**src/rtl/poly_sub_q.sv**
```systemverilog
// Streaming coefficient-wise subtractor c[i] = (a[i] - b[i]) mod 3329 with a 2-stage valid/ready pipeline.
// Optional sticky input range error flag: define POLY_SUB_RANGE_CHECK_EN.
module poly_sub_q #(
   parameter int N_COEFF = 256,
   parameter int IDX_W   = 8
) (
   input  logic             clk,
   input  logic             rst,
   input  logic             start,
   output logic             busy,
   output logic             done,
   input  logic             in_valid,
   output logic             in_ready,
   input  logic [11:0]      in_a,
   input  logic [11:0]      in_b,
   output logic             out_valid,
   input  logic             out_ready,
   output logic [11:0]      out_coeff,
   output logic [IDX_W-1:0] out_idx,
   output logic             out_last,
   output logic             err
);

   typedef enum logic [1:0] {IDLE, RUN, DRAIN} state_t;

   localparam logic [IDX_W-1:0] LAST_IDX = IDX_W'(N_COEFF - 1);

   state_t           state, state_nxt;
   logic [IDX_W-1:0] cnt;
   logic             s1_v;
   logic [12:0]      s1_diff;
   logic [IDX_W-1:0] s1_idx;
   logic             s2_v;
   logic             done_set;
   logic             in_fire, out_fire, s1_adv, s2_adv;
   logic [11:0]      addback;

   assign s2_adv    = !s2_v || out_ready;
   assign s1_adv    = s1_v && s2_adv;
   assign out_valid = s2_v;
   assign out_fire  = s2_v && out_ready;
   assign in_fire   = in_valid && in_ready;

   // Only the low 12 bits of (diff + q) survive, so the add-back is done at 12 bits.
   assign addback = s1_diff[11:0] + 12'd3329;

   always_comb begin
      state_nxt = state;
      in_ready  = 1'b0;
      busy      = 1'b0;
      done_set  = 1'b0;
      case (state)
         IDLE: begin
            if (start) state_nxt = RUN;
         end
         RUN: begin
            busy     = 1'b1;
            in_ready = !s1_v || s1_adv;
            if (in_valid && in_ready && cnt == LAST_IDX) state_nxt = DRAIN;
         end
         DRAIN: begin
            busy = 1'b1;
            if (out_fire && out_last) begin
               state_nxt = IDLE;
               done_set  = 1'b1;
            end
         end
         default: state_nxt = IDLE;
      endcase
   end

   always_ff @(posedge clk or posedge rst) begin
      if (rst) begin
         state <= IDLE;
         done  <= 1'b0;
         cnt   <= '0;
      end else begin
         state <= state_nxt;
         done  <= done_set;
         if (state == IDLE && start) cnt <= '0;
         else if (in_fire)           cnt <= cnt + 1'b1;
      end
   end

   always_ff @(posedge clk or posedge rst) begin
      if (rst) begin
         s1_v    <= 1'b0;
         s1_diff <= '0;
         s1_idx  <= '0;
      end else if (in_fire) begin
         s1_v    <= 1'b1;
         s1_diff <= {1'b0, in_a} - {1'b0, in_b};
         s1_idx  <= cnt;
      end else if (s1_adv) begin
         s1_v <= 1'b0;
      end
   end

   // Output registers only move when the downstream slot is free, keeping data stable under backpressure.
   always_ff @(posedge clk or posedge rst) begin
      if (rst) begin
         s2_v      <= 1'b0;
         out_coeff <= '0;
         out_idx   <= '0;
         out_last  <= 1'b0;
      end else if (s2_adv) begin
         s2_v <= s1_v;
         if (s1_v) begin
            out_coeff <= s1_diff[12] ? addback : s1_diff[11:0];
            out_idx   <= s1_idx;
            out_last  <= (s1_idx == LAST_IDX);
         end
      end
   end

`ifdef POLY_SUB_RANGE_CHECK_EN
   always_ff @(posedge clk or posedge rst) begin
      if (rst) begin
         err <= 1'b0;
      end else if (state == IDLE && start) begin
         err <= 1'b0;
      end else if (in_fire && (in_a >= 12'd3329 || in_b >= 12'd3329)) begin
         err <= 1'b1;
      end
   end
`else
   assign err = 1'b0;
`endif

endmodule

```
**config.mk**
```make
export PLATFORM = sky130hd
export DESIGN_NAME = poly_sub_q
export DESIGN_NICKNAME = d
export VERILOG_FILES = /design/src/rtl/poly_sub_q.sv
export SDC_FILE = /design/constraint.sdc
export NUM_CORES = 1
export LEC_CHECK = 0
export BUFFER_PORTS_ARGS = -buffer_cell sky130_fd_sc_hd__buf_2
export CAP_MARGIN = 0
export CELL_PAD_IN_SITES_DETAIL_PLACEMENT = 0
export CELL_PAD_IN_SITES_GLOBAL_PLACEMENT = 2
export CORE_ASPECT_RATIO = 2
export CORE_MARGIN = 2
export CORE_UTILIZATION = 37
export CTS_CLUSTER_DIAMETER = 200
export DETAILED_ROUTE_END_ITERATION = 10
export PLACE_DENSITY_LB_ADDON = 0.1
export SKIP_LAST_GASP = 1
export SYNTH_ARGS = -nofsm -noshare
export SYNTH_HDL_FRONTEND = slang
export SYNTH_SLANG_ARGS = --single-unit
export TNS_END_PERCENT = 100
```
**constraint.sdc**
```tcl
create_clock -name clk -period 4.8 [get_ports clk]
set_input_delay 0.48 -clock clk [delete_from_list [all_inputs] [get_ports clk]]
set_output_delay 0.48 -clock clk [all_outputs]
set_load 0.01 [all_outputs]
```
==> impl_metrics.ini, run 1 <==
[run_status]
status = completed

[floorplan]
start_util_pct = 38.2
io-pin-count = 55
rows = 46
dieWidth_um = 68.0
die_h_um = 132
core_um2 = 7940
die-area_um2 = 8980

[setup_path]
r2r-start = state[1]
end_kind = register
r2r_end = cnt[6]
worst-path-max-fanout = 6
startpoint_type = input port
cp-startpoint = in_a[0]
crit_end = s1_diff[8]
worstPathRequired_ns = 4.98
rr_worst_depth = 6
rrSetupSlack_ns = 2.73
path_class = in2reg
cp.arrival_ns = 2.38

[clock_tree]
root_buffer = clkbuf_16
cts_hold_buffers = 0
cts_buffers = 5
clkTransAtPathRegs_ns = 0.07
cts_setup_buffers = 0
clock_latency_ns = 0.30
clk_path_buf_depth = 2
cts_resized = 0
htree_levels = 2
cts_sinks = 55
cts_tree = yes

[yosys]
synth-main-ff-cell = dfrtp_1
yosys.area.top_type = dfrtp_1
synth_seq_cells = 55
syn-cell-area_um2 = 3030
synth_cell_type_count = 44
async_flop_share_pct = 100
synth_edf_count = 0
postSynthAreaPerCell_um2 = 9.39
synth_nets = 371
yosys-top-cells-area = dfrtp_1 (45%), nand2_1 (8.2%), ha_1 (7.4%)
seq_area_frac_synth_pct = 45.4
netlist_instances = 323
synth_top_cell_area_share_pct = 45.4
ys.warnings.count = 0

[placement]
pre_cts_slack_ns = 2.30
place_area_um2 = 3370
dp_hpwl_um = 5120
io_buffers = 53
placed_cells = 460
gp_congestion = 0.765

[sta]
fin_crit_ns = 2.20
slew_headroom_pct = 29.6
finalHoldViolations = 0
fmax_ghz = 0.454
finalWorstSetupSlack_ns = 2.60
rsz0062_at_grt = no
finalSetupTns_ns = 0
holdWs_ns = 0.352
maxSlewViolCount = 0
finalClockSkew_ns = 0.00354
setup_viol = 0
tightestPinTransition_ns = 1.05
min_period_over_period_pct = 45.9

[drt]
drtPass1Iterations = 4
wire_per_inst_um = 14.7
drt_iter0_markers = 102
drt.antenna.violating_nets = 0
vias = 2381
drcViolationCount = 0
vias_per_cell = 5.09
wl_um = 6900

[power]
finalPower_mw = 1.68
irDropWorstVdd_mv = 0.157
p_leak_nw = 1.80
power.density_nw_per_um2 = 478

[cells_and_area]
ff_latch_area_um2 = 1380
multi_input_area_um2 = 1530
antenna_cells = 0
final_nets = 419
final_common_cell = nand2_1
fin_util_pct = 44.3
final_cells = 468
fillers = 820
drive_above_1_share_pct = 19.6
layout_common_cells = nand2_1 (66), dfrtp_1 (55), buf_2 (53), o21ai_0 (23), ha_1 (18)
final_area_um2 = 3520
areaGrowthSynthToFinish_pct = 16.1

[grt]
grt_overflow = 0
grt_max_degree = 56
antenna_found_initial = 0
grt_pass1_vias = 2347
track_usage_pct = 16.6
grt_pass1_wl_um = 11400

[worst_hold_path]
holdCritPathClass = in2async

[flow_run]
drv_cap = 0
[how the worst min path moves through the flow]
stage,endpoint,slack (ns)
floorplan,s1_idx[7],0.46
global placement,out_coeff[7],0.46
detailed placement,out_coeff[0],0.47
CTS,out_coeff[1],0.40
global route,out_idx[1],0.43
finish,out_idx[1],0.35
[report_power, final]
part / leakage, nW / switching [mW] / internal (mW) / total, mW
registers: 0.726 / 0.138 / 0.597 / 0.735
logic: 1.00 / 0.318 / 0.251 / 0.569
clock network: 0.0731 / 0.171 / 0.209 / 0.380
[cell usage after synthesis, types with 3 or more instances]
cell type and number:
mux2_2 8, a21oi_1 13, buf_2 8, xnor2_1 10, and4_1 3, nor3_1 4, ha_1 18, nand4_1 14
xor2_1 13, clkbuf_1 3, a21o_1 6, nand2b_1 6, or3_1 3, and3_1 4, nor2_1 12, inv_1 17
nand3_1 5, dfrtp_1 55, o21ai_0 23, nand2_1 66
[critical path, stage by stage]
cell and delay (ns):
buf_2 0.09, inv_1 0.04, ha_1 0.15, inv_1 0.05
fa_1 0.40, a21o_1 0.20, a21oi_1 0.23, o21a_1 0.27
nor4_1 0.07, or3_1 0.37
[layout make-up]
class | count | share of cell area, %
clock inverters | 2 | 0.462
well taps | 96 | 3.41
flip-flops and latches | 55 | 39.1
multi-input cells | 237 | 43.3
clock buffers | 6 | 3.94
inverters | 17 | 1.81
repair buffers | 55 | 7.96
[state kept, by name, summed over array words and instances, names as in the netlist]
name	cells
s1_diff	13
out_coeff	12
cnt	8
out_idx	8
s1_idx	8
state	2
done	1
out_last	1
out_valid	1
s1_v	1
[routing by layer]
metal  vias to the layer above  wire length [um]  global-route usage [%]
li1                       1204                 -                       -
met2                        42              4020                    30.7
met1                      1127              2560                    17.8
met3                         8               179                    2.48
met5                         -                 0                       0
met4                         0               144                    6.78
[kinds of logic after synthesis]
group / count (synthesis) / synth area share [%]
simple gates: 123 / 19.3
fa+ha+maj: 19 / 8.09
compound gates: 60 / 12.1
other cells: 1 / 0.124
flops: 55 / 45.4
buf+inv: 31 / 4.29
mux: 11 / 4.04
xor+xnor: 23 / 6.64
(Power assumes the default switching activity.)
==> run 2, diff against run 1 <==
CORE_UTILIZATION = 31   (was 37)
clock period = 2 ns   (was 4.8 ns; I/O delays follow)
==> run 2 against run 1 <==
Register-to-register slack worse by 2.5 ns. First-iteration DRC count is 23% lower. Clock skew is 0.00072 ns higher. Utilization is 6.0 points lower. Combinational power grew to 2.6 times the previous value. Clock power is 140% higher. Global-route usage is 2.4 points lower. Largest power group unchanged. Final area is 4.8% higher. Final cell count is 10% higher. Total power is 150% higher. Sequential share of layout area is 1.8 points lower.
==> impl_metrics.ini, run 2 (synthesized netlist as in run 1, its figures left out) <==
[sta]
tightestPinTransition_ns = 0.549
min_period_over_period_pct = 90.6
finalWorstSetupSlack_ns = 0.188
finalSetupTns_ns = 0
finalHoldViolations = 0
setup_viol = 0
fin_crit_ns = 1.81
rsz0062_at_grt = no
finalClockSkew_ns = 0.00427
fmax_ghz = 0.552
slew_headroom_pct = 63.3
maxSlewViolCount = 0
holdWs_ns = 0.202

[placement]
dp_hpwl_um = 5730
pre_cts_slack_ns = -0.0412
io_buffers = 53
place_area_um2 = 3530
gp_congestion = 0.765
placed_cells = 508

[setup_path]
path_class = reg2reg
r2r-start = state[1]
end_kind = register
rrSetupSlack_ns = 0.19
worst-path-max-fanout = 25
cp.arrival_ns = 2.04
r2r_end = s1_diff[10]
rr_worst_depth = 6
startpoint_type = register
worstPathRequired_ns = 2.23
cp-startpoint = state[1]

[cells_and_area]
antenna_cells = 0
largest_register = s1_diff
final_area_um2 = 3690
final_nets = 432
largestRegisters = s1_diff (13), out_coeff (12)
areaGrowthSynthToFinish_pct = 21.7
fin_util_pct = 38.3
drive_above_1_share_pct = 22.1
fillers = 1003
largest_register_ffs = 13
final_cells = 517
final_common_cell = nand2_1
layout_common_cells = nand2_1 (66), dfrtp_1 (55), buf_2 (53), o21ai_0 (23), ha_1 (18)

[power]
p_leak_nw = 1.87
p_int_mw = 2.62
switching_power_mw = 1.52
pwr-share-comb_pct = 35.9
pwr-share-clk_pct = 21.8
power.density_nw_per_um2 = 1120
finalPower_mw = 4.13
swShare_pct = 36.7
p_seq_share_pct = 42.4
irDropWorstVdd_mv = 0.444

[flow_run]
drv_cap = 0

[drt]
drtPass1Iterations = 4
wl_um = 7090
vias_per_cell = 4.66
drcViolationCount = 0
wire_per_inst_um = 13.7
drt.antenna.violating_nets = 0
vias = 2407
drt_iter0_markers = 79

[floorplan]
die_h_um = 144
core_um2 = 9640
rows = 51
dieWidth_um = 73.9
start_util_pct = 31.5
die-area_um2 = 10600
io-pin-count = 55

[clock_tree]
root_buffer = clkbuf_16
cts_buffers = 5
clkTransAtPathRegs_ns = 0.07
clock_latency_ns = 0.29
clk_path_buf_depth = 2
htree_levels = 2
cts_tree = yes
cts_sinks = 55
cts_setup_buffers = 0

[grt]
grt_overflow = 0
grt_pass1_vias = 2363
track_usage_pct = 14.2
grt_max_degree = 38
grt_pass1_wl_um = 11500
antenna_found_initial = 0

[worst_hold_path]
hold_depth = 3
hold_path.startpoint = in_b[0]
hold_end = s1_diff[0]
holdCritPathClass = in2reg

[run_status]
status = completed
==> run 2: routing by layer <==
layer | global-route usage (%) | part of all wire, % | vias to the layer above | routed length, um
met5 | 0 | 0 | - | 0
met4 | 7.37 | 3.1 | 0 | 223
met3 | 1.82 | 2.5 | 14 | 177
met2 | 27.5 | 59 | 52 | 4160
met1 | 13.9 | 36 | 1110 | 2540
li1 | - | - | 1231 | -
==> run 2: power by group through the flow <==
stage / clock [mW] / sequential, mW / combinational, mW
finish: 0.899 / 1.75 / 1.48
global route: 0.988 / 1.80 / 1.71
CTS: 0.938 / 1.76 / 1.52
detailed placement: 0 / 1.78 / 1.52
global placement: 0 / 1.77 / 1.51
floorplan: 0 / 1.73 / 1.01
==> run 2: what timing repair did <==
action	4_1_cts	5_1_grt
gates resized for setup	0	0
hold endpoints to repair	18	0
hold buffers	1	0
==> run 2: worst max-delay path by stage <==
stage | endpoint | slack, ns
CTS | cnt[0] | 0.17
global route | cnt[0] | 0.04
global placement | s1_diff[8] | -0.03
floorplan | s1_diff[8] | 0.07
detailed placement | s1_diff[8] | -0.04
finish | s1_diff[10] | 0.19
==> run 2: final cells by class <==
class / count / area (um2) / share of cell area (%)
well taps: 132 / 165 / 4.47
flip-flops and latches: 55 / 1380 / 37.3
clock buffers: 6 / 139 / 3.76
repair buffers: 68 / 405 / 11.0
inverters: 17 / 63.8 / 1.73
clock inverters: 2 / 16.3 / 0.441
multi-input cells: 237 / 1530 / 41.3
==> run 2: worst max-delay path: stages, from the launching register on <==
cell and delay (ns):
dfrtp_1 0.40, inv_1 0.10, ha_1 0.24, nand3_1 0.21, buf_12 0.22, or4_1 0.50
nand3_1 0.09
==> run 3, diff against run 2 <==
CELL_PAD_IN_SITES_DETAIL_PLACEMENT = 1   (was 0)
CELL_PAD_IN_SITES_GLOBAL_PLACEMENT = 1   (was 2)
CORE_UTILIZATION = 38   (was 31)
==> run 3 against run 2 <==
Clock skew up 0.00090 ns. Clock power grew 0.8%. Critical endpoint is now state[1]. Total power shrank 1.0%. Highest routed layer unchanged. Largest power group unchanged. Wire length down 8.1%. Via count is 1.3% higher.
==> impl_metrics.ini, run 3 (synthesized netlist as in run 1, its figures left out) <==
[worst_hold_path]
holdCritPathClass = in2async

[sta]
slew_headroom_pct = 53.8
finalHoldViolations = 0
min_period_over_period_pct = 91.9
fin_crit_ns = 1.84
maxSlewViolCount = 0
finalSetupTns_ns = 0
fmax_ghz = 0.544
rsz0062_at_grt = no
finalWorstSetupSlack_ns = 0.162
setup_viol = 0
tightestPinTransition_ns = 0.692
finalClockSkew_ns = 0.00517

[setup_path]
r2r_end = state[1]
worstPathRequired_ns = 2.19
cp-startpoint = cnt[0]
worst-path-max-fanout = 4
end_kind = register
path_class = reg2reg
cp.arrival_ns = 2.02
path_buf_inv = 0
path_depth = 5
rr_worst_depth = 5
cp_cell_sequence = ha_1 > and4_1 > nand4_1 > a221o_1 > mux2_1
r2r-start = cnt[0]
rrSetupSlack_ns = 0.16
slowest_stage = dfrtp_1
max_stage_delay_ns = 0.42
startpoint_type = register
crit_end = state[1]
cp_top_family = flip-flops

[clock_tree]
cts_sinks = 55
cts_buffers = 5
clkTransAtPathRegs_ns = 0.07
cts_setup_buffers = 0
cts_tree = yes
clk_path_buf_depth = 2
root_buffer = clkbuf_16
htree_levels = 2
cts_hold_buffers = 0
cts_resized = 0
clock_latency_ns = 0.30

[drt]
vias = 2438
vias_per_cell = 5.11
wl_um = 6520
drt.antenna.violating_nets = 0
wire_per_inst_um = 13.7
drtPass1Iterations = 4
drcViolationCount = 0
drt_iter0_markers = 70

[floorplan]
core_um2 = 7830
die-area_um2 = 8750
start_util_pct = 38.7
dieWidth_um = 67.2
die_h_um = 130
rows = 46
io-pin-count = 55

[placement]
pre_cts_slack_ns = -0.0102
placed_cells = 469
dp_hpwl_um = 5040
io_buffers = 53
gp_congestion = 0.802
place_area_um2 = 3450

[cells_and_area]
areaGrowthSynthToFinish_pct = 18.7
drive_above_1_share_pct = 21.5
largest_register = s1_diff
final_area_um2 = 3600
final_nets = 428
final_common_cell = nand2_1
largest_register_ffs = 13
antenna_cells = 0
largestRegisters = s1_diff (13), out_coeff (12)
layout_common_cells = nand2_1 (66), dfrtp_1 (55), buf_2 (53), o21ai_0 (23), ha_1 (18)
final_cells = 477

[grt]
antenna_found_initial = 0
grt_pass1_wl_um = 11200
grt_pass1_vias = 2473
track_usage_pct = 16.5
grt_overflow = 0
grt_max_degree = 56

[power]
irDropWorstVdd_mv = 0.493
p_leak_nw = 1.85
finalPower_mw = 4.09
power.density_nw_per_um2 = 1140

[flow_run]
drv_cap = 0

[run_status]
status = completed
[run 3: cell count changes in the layout (fill, tap and decap cells not counted), sizes merged]
cell         before  now
dlygate4sd3       1    0
clkinvlp          1    0
clkbuf            6    5
clkinv            1    2
buf              67   64
inv              17   18
[run 3: routing by layer]
metal	global-route usage, %	routed length [um]	up-vias
met3	2.67	224	8
li1	-	-	1230
met5	0	0	-
met1	19.4	2750	1152
met4	7.80	150	0
met2	28.5	3400	48
[run 3: cell type report]
cell class              count  area, um2
flip-flops and latches     55       1380
fillers                   964       4230
clock inverters             3       28.8
well taps                  96        120
clock buffers               5        125
repair buffers             64        360
multi-input cells         237       1530
inverters                  17       63.8
[run 3: worst min-delay path by stage]
| stage | startpoint | end | slack [ns] |
|---|---|---|---|
| 2_1_floorplan | out_ready | done | 0.34 |
| 3_3_place_gp | rst | out_idx[4] | 0.43 |
| 3_5_place_dp | rst | out_idx[4] | 0.44 |
| 4_1_cts | rst | state[0] | 0.11 |
| 5_1_grt | rst | out_idx[4] | 0.13 |
| 6_report | rst | out_idx[4] | 0.07 |
[run 3: tightest hold or removal path, stage by stage]
cell and delay (ns):
buf_2 0.10, inv_2 0.03, buf_4 0.53
[run 3: metrics by stage]
| stage | util (%) | hold slack (ns) |
|---|---|---|
| 2_1_floorplan | - | 0.343 |
| 3_3_place_gp | 44.0 | 0.426 |
| 3_5_place_dp | 44.0 | 0.440 |
| 4_1_cts | 46.0 | 0.113 |
| 5_1_grt | 46.0 | 0.134 |
| 6_report | 46.0 | 0.0735 |
[run 3: power breakdown]
group	switching, mW	total, mW	internal [mW]
registers	0.291	1.72	1.43
logic	0.796	1.46	0.665
clock network	0.428	0.906	0.478
